<file path="src/rtl/perf_section_sequencer.sv">
// perf_section_sequencer
//   Avalon-MM master that turns per-requester go/stop pulses and a global
//   clear into serialized writes to the 4-section performance-counter slave,
//   and takes tear-free {time, events} snapshots of one section on request.
//
// Ports
//   clk, reset_n            clock, synchronous active-low reset
//   req_go/req_stop         per-requester start/stop pulses (requester i owns section i)
//   clear                   global counter clear pulse
//   snap_req/snap_sel       snapshot request (level) and section select
//   snap_ack/snap_valid     request accepted / data ready pulses
//   snap_time/snap_events   captured counters, held until the next snap_valid
//   drop_err                sticky: a pulse arrived while its flag was still pending
//   busy                    FSM active or any command pending
//   pc_*                    counter slave bus; pc_readdata is valid one cycle after address
module perf_section_sequencer #(
  parameter int NUM_REQ = 4
) (
  input  logic               clk,
  input  logic               reset_n,
  input  logic [NUM_REQ-1:0] req_go,
  input  logic [NUM_REQ-1:0] req_stop,
  input  logic               clear,
  input  logic               snap_req,
  input  logic [1:0]         snap_sel,
  output logic               snap_ack,
  output logic               snap_valid,
  output logic [63:0]        snap_time,
  output logic [31:0]        snap_events,
  output logic [NUM_REQ-1:0] drop_err,
  output logic               busy,
  output logic [3:0]         pc_address,
  output logic               pc_write,
  output logic               pc_begintransfer,
  output logic [31:0]        pc_writedata,
  input  logic [31:0]        pc_readdata
);

  typedef enum logic [2:0] {
    S_IDLE, S_WR, S_HI0, S_LO, S_HI1, S_EV, S_CHK, S_DONE
  } state_t;

  // Granted write command, latched in IDLE and issued in WR.
  typedef struct packed {
    logic       clr;
    logic       stop;
    logic [1:0] idx;
    logic [3:0] addr;
  } cmd_t;

  state_t             state, state_nxt;
  cmd_t               cmd;
  logic [NUM_REQ-1:0] go_pend, stop_pend;
  logic               clear_pend;
  logic [1:0]         rr_ptr;
  logic [1:0]         sec;
  logic [31:0]        hi0, lo, hi1;

  logic               gnt_hit, gnt_stop;
  logic [1:0]         gnt_idx;
  logic [NUM_REQ-1:0] svc_go, svc_stop;
  logic               svc_clear;
  logic               hi_match;

  assign hi_match = (hi0 == hi1);
  assign busy     = (state != S_IDLE) | clear_pend | (|go_pend) | (|stop_pend);

  // Round-robin search starting at rr_ptr; stop outranks go within a requester.
  always_comb begin
    int t;
    t        = 0;
    gnt_hit  = 1'b0;
    gnt_idx  = '0;
    gnt_stop = 1'b0;
    for (int k = 0; k < NUM_REQ; k++) begin
      t = int'(rr_ptr) + k;
      if (t >= NUM_REQ) t = t - NUM_REQ;
      for (int i = 0; i < NUM_REQ; i++) begin
        if (!gnt_hit && (i == t) && (stop_pend[i] | go_pend[i])) begin
          gnt_hit  = 1'b1;
          gnt_idx  = 2'(i);
          gnt_stop = stop_pend[i];
        end
      end
    end
  end

  // Flag being retired by the write issued this cycle.
  always_comb begin
    svc_go    = '0;
    svc_stop  = '0;
    svc_clear = (state == S_WR) && cmd.clr;
    for (int i = 0; i < NUM_REQ; i++) begin
      if ((state == S_WR) && !cmd.clr && (cmd.idx == 2'(i))) begin
        if (cmd.stop) svc_stop[i] = 1'b1;
        else          svc_go[i]   = 1'b1;
      end
    end
  end

  always_comb begin
    state_nxt        = state;
    snap_ack         = 1'b0;
    snap_valid       = 1'b0;
    pc_address       = 4'd3;
    pc_write         = 1'b0;
    pc_begintransfer = 1'b0;
    pc_writedata     = '0;
    case (state)
      S_IDLE: begin
        if (clear_pend || gnt_hit) begin
          state_nxt = S_WR;
        end else if (snap_req) begin
          snap_ack  = 1'b1;
          state_nxt = S_HI0;
        end
      end
      S_WR: begin
        pc_address       = cmd.addr;
        pc_write         = 1'b1;
        pc_begintransfer = 1'b1;
        pc_writedata     = {31'd0, cmd.clr};
        state_nxt        = S_IDLE;
      end
      S_HI0: begin pc_address = {sec, 2'b01}; state_nxt = S_LO;  end
      S_LO:  begin pc_address = {sec, 2'b00}; state_nxt = S_HI1; end
      S_HI1: begin pc_address = {sec, 2'b01}; state_nxt = S_EV;  end
      S_EV:  begin pc_address = {sec, 2'b10}; state_nxt = S_CHK; end
      S_CHK: begin
        if (hi_match) begin
          state_nxt = S_DONE;
        end else begin
          // A carry split the read. This cycle re-issues the hi read so the
          // second pass continues at LO, keeping the retry to four cycles.
          pc_address = {sec, 2'b01};
          state_nxt  = S_LO;
        end
      end
      S_DONE: begin
        snap_valid = 1'b1;
        state_nxt  = S_IDLE;
      end
      default: state_nxt = S_IDLE;
    endcase
  end

  always_ff @(posedge clk) begin
    if (!reset_n) begin
      state       <= S_IDLE;
      cmd         <= '0;
      go_pend     <= '0;
      stop_pend   <= '0;
      clear_pend  <= 1'b0;
      drop_err    <= '0;
      rr_ptr      <= '0;
      sec         <= '0;
      hi0         <= '0;
      lo          <= '0;
      hi1         <= '0;
      snap_time   <= '0;
      snap_events <= '0;
    end else begin
      state <= state_nxt;
      // A new pulse wins over the retirement of its own flag.
      go_pend    <= (go_pend & ~svc_go) | req_go;
      stop_pend  <= (stop_pend & ~svc_stop) | req_stop;
      clear_pend <= (clear_pend & ~svc_clear) | clear;
      drop_err   <= drop_err | (req_go & go_pend & ~svc_go)
                             | (req_stop & stop_pend & ~svc_stop);
      if (state == S_IDLE) begin
        if (clear_pend) begin
          cmd.clr  <= 1'b1;
          cmd.stop <= 1'b0;
          cmd.idx  <= '0;
          cmd.addr <= 4'd0;
        end else if (gnt_hit) begin
          cmd.clr  <= 1'b0;
          cmd.stop <= gnt_stop;
          cmd.idx  <= gnt_idx;
          cmd.addr <= {gnt_idx, 1'b0, ~gnt_stop};
          if (int'(gnt_idx) == NUM_REQ - 1) rr_ptr <= '0;
          else                              rr_ptr <= gnt_idx + 2'd1;
        end else if (snap_req) begin
          sec <= snap_sel;
        end
      end
      case (state)
        S_LO:  hi0 <= pc_readdata;
        S_HI1: lo  <= pc_readdata;
        S_EV:  hi1 <= pc_readdata;
        S_CHK: begin
          if (hi_match) begin
            snap_time   <= {hi1, lo};
            snap_events <= pc_readdata;
          end
        end
        default: ;
      endcase
    end
  end

endmodule
</file>
<file path="config.mk">
export PLATFORM = sky130hd
export DESIGN_NAME = perf_section_sequencer
export DESIGN_NICKNAME = d
export VERILOG_FILES = /design/src/rtl/perf_section_sequencer.sv
export SDC_FILE = /design/constraint.sdc
export NUM_CORES = 1
export LEC_CHECK = 0
export BUFFER_PORTS_ARGS = -buffer_cell sky130_fd_sc_hd__buf_2
export CAP_MARGIN = 20
export CORE_MARGIN = 2
export CORE_UTILIZATION = 55
export DETAILED_ROUTE_END_ITERATION = 10
export PLACE_DENSITY_LB_ADDON = 0.1
export SLEW_MARGIN = 20
export SYNTH_ARGS = -nofsm -noshare
export SYNTH_HDL_FRONTEND = slang
export SYNTH_SLANG_ARGS = --single-unit
</file>
<file path="constraint.sdc">
create_clock -name clk -period 2.4 [get_ports clk]
set_clock_uncertainty 0.1 [all_clocks]
set_input_delay 0.36 -clock clk [delete_from_list [all_inputs] [get_ports clk]]
set_output_delay 0.36 -clock clk [all_outputs]
set_load 0.03 [all_outputs]
</file>
==> reports/qor.csv <==
stage,metric,value,unit
outcome,status,"finished, violations left",
outcome,failing checks,negative setup slack,
cells_and_area,ANT cells,0,
timing,final count of pins violating max slew,0,
cells_and_area,ratio of cells with drive above 1 in the final layout,22.6,%
detailed_routing,DRC,0,
synthesis,cell taking the most area after synthesis,dfxtp_1,
placement,Post-DP Area,0.0102,sq mm
placement,DP Cell Count,1333,
detailed_routing,Via density,5.08,
placement,IO buf count,155,
clock_network,CTS tree,yes,
setup_path,worst reg2reg path endpoint,snap_time[27],
clock_network,clock transition at the registers of the reported paths,0.06,ns
synthesis,Gate Count Post-Synth,988,
grt,GRT Total Usage,23.3,%
grt,vias in the first global route,6747,
floorplan,Top Ports,187,
floorplan,Horiz. Die Dim,134,um
synthesis,"Seq/Total Area, Yosys",47.1,%
timing,Worst slew margin,65.8,%
detailed_routing,DRT antenna net count,0,
setup_path,reg2reg start,hi1[7],
synthesis,Post-synth EDFFs,0,
floorplan,Starting Density,56.0,%
cells_and_area,fin cells,1395,
synthesis,synth warn,0,
job,# Max-Cap Violations,0,
power_and_ir_drop,highest ir drop seen on vdd,558,uV
setup_path,Worst Setup EP,pc_address[2],
setup_path,Crit Path Class,reg2out,
timing,ratio of final minimum period to clock period,113,%
floorplan,die area,0.0178,sq mm
synthesis,synthesized flop and latch total,217,
grt,initial antenna violation count,0,
setup_path,CP startpoint kind,register,
timing,Worst Tran Pin Value,0.506,ns
clock_network,Clock Path Buffers,3,
clock_network,depth of the CTS H-tree,1,
timing,RSZ-0062 raised after global routing,true,
clock_network,clock sinks,217,
cells_and_area,Post-Layout Inst Area,0.0113,sq mm
grt,grt total ovfl,0,
power_and_ir_drop,Total Power,7.76,mW
min_path,worst min path class,in2reg,
timing,fin crit period,2.71,ns
placement,pre-CTS setup slack,0.0558,ns
synthesis,Yosys cell types,51,
synthesis,synth cell count leaders,"217 x dfxtp_1, 205 x nand2_1, 110 x nor2b_1",
synthesis,"Top FF cell, synth",dfxtp_1,
timing,Max Fclk,370,MHz
floorplan,Core Area,0.0165,sq mm
power_and_ir_drop,leak pwr,4.49,nW
timing,Hold Fails Final Rpt,0,
setup_path,"Data required, critical path",1.94,ns
setup_path,CP max stage cell,dfxtp_2,
setup_path,reg2reg setup slack,-0.15,ns
setup_path,CP max stage delay,0.32,ns
setup_path,critical-path maximum fanout,2,
detailed_routing,Pre-antenna DRT Iters,5,
clock_network,root buf cell,clkbuf_16,
setup_path,Crit. End Element,output pin,
floorplan,Die H,134,um
power_and_ir_drop,pwr/cell area,690,mW/mm^2
detailed_routing,Via Count,7080,
detailed_routing,WL/cell,15.0,um
setup_path,CP arrival,2.25,ns
grt,first-pass GRT wire length,34200,um
timing,final worst-path setup slack,-0.306,ns
cells_and_area,nets,1206,
setup_path,CP startpoint,hi1[7],
detailed_routing,drt total wl,20900,um
cells_and_area,P&R area growth vs syn,22.0,%
clock_network,Clock Latency Late Sink,0.50,ns
setup_path,Reg2Reg Depth,11,
synthesis,top-count cell post-synth,dfxtp_1,
synthesis,Post-synth ARST share,0,%
timing,setup violators final,100,
detailed_routing,initial DRC count,359,
min_path,hold path start,snap_sel[0],
synthesis,main area contributors after synthesis,"dfxtp_1 47%, mux2i_1 11%, nand2_1 8.3%, a21boi_0 8.3%, nor2b_1 7.5%",
synthesis,Post-Syn Area,0.00923,sq mm
grt,largest net degree at the start of global routing,80,
placement,post-DP HPWL,13800,um
setup_path,crit-path cells,xor2_1 -> nor4_2 -> buf_4 -> nand4_1 -> nor3_2 -> buf_4 -> nor3_2 -> a22o_1 -> buf_6,
floorplan,row count,47,
cells_and_area,# fillers,1361,
placement,global placer's final weighted congestion,0.800,
synthesis,Avg Synthesized Cell Area,9.34,sq um
synthesis,Synth top area share,47.1,%
clock_network,Num CTS Buffers,23,
[kinds of logic (layout without fill, tap and decap cells)]
family / count (synthesis) / after routing / synth area share [%]
buffers and inverters: 104 / 261 / 6.33
other: 1 / 31 / 0.0406
AO/OA/AOI/OAI: 154 / 154 / 12.4
AND/OR/NAND/NOR: 376 / 376 / 19.7
adder cells (fa/ha/maj): 1 / 1 / 0.136
multiplexers: 103 / 103 / 11.3
XOR/XNOR: 32 / 32 / 3.04
flip-flops: 217 / 217 / 47.1
[layer usage]
metal,track usage (%),vias to the layer above,part of all wire [%]
met5,0,-,0
met4,5.14,0,1.8
met3,4.15,34,5.2
met2,39.8,189,47
met1,30.9,3286,46
li1,-,3571,-
[layout by cell type (no fill, tap or decap), types with 7 or more instances in the layout]
cell type and instances:
dfxtp_1 211, mux2i_1 102, a21boi_0 102, clkbuf_16 23
buf_4 45, conb_1 31, buf_12 8, o21a_1 9
buf_2 150, xor2_1 32, nand3_1 7, dlygate4sd3_1 9
nor2_1 10, nor2b_1 110, nand2_1 205
[repair_timing]
item | 4_1_cts | 5_1_grt
buffers inserted | 7 | 5
pin swaps | 6 | 4
endpoints found under the hold margin | 9 | 0
hold buffers | 9 | 0
setup endpoints to repair | 4 | 102
resized for setup | 15 | 13
[power breakdown]
group	internal [mW]	switching, mW
Clock	2.06	1.39
Sequential	3.64	0.0591
Combinational	0.250	0.358
[worst max-delay path: cells and delay by family, from the launching register on]
kind,cells,cell delay (ns)
buffers and inverters,3,0.44
AO/OA/AOI/OAI,1,0.23
XOR/XNOR,1,0.16
AND/OR/NAND/NOR,4,0.59
flip-flops,1,0.32
[worst min-delay path by stage]
stage | cells past startpoint | slack, ns | endpoint
floorplan | 2 | 0.34 | lo[0]
global placement | 2 | 0.35 | lo[9]
detailed placement | 2 | 0.36 | lo[9]
CTS | 3 | 0.01 | sec[0]
global route | 3 | 0.04 | hi1[10]
finish | 3 | 0.02 | sec[0]
[per-stage QoR]
step,hold WS (ns),TNS [ns],util (%)
after floorplan,0.343,0,-
after global routing,0.0443,-28.95,68.4
final,0.0186,-9.44,68.4
after CTS,0.0140,-14.19,67.8
after detailed placement,0.358,0,62.1
after global placement,0.352,0,62.1
[sequential cells by signal, summed over array words and instances, names as in the netlist, 3 cells and up]
register and flops:
stop_pend 4, drop_err 4, hi0 32, go_pend 4, lo 32, snap_time 64
snap_events 32, state 3, hi1 32, cmd 5
[layout make-up]
type | instances | area (sq um) | area share, %
Clock buffer | 35 | 681 | 6.05
Clock inverter | 6 | 58.8 | 0.523
Inverter | 6 | 22.5 | 0.200
Multi-Input combinational cell | 697 | 4500 | 40.0
Sequential cell | 217 | 4350 | 38.7
Tap cell | 220 | 275 | 2.45
Timing Repair Buffer | 214 | 1360 | 12.1
Power figures use the tool's default switching activity.
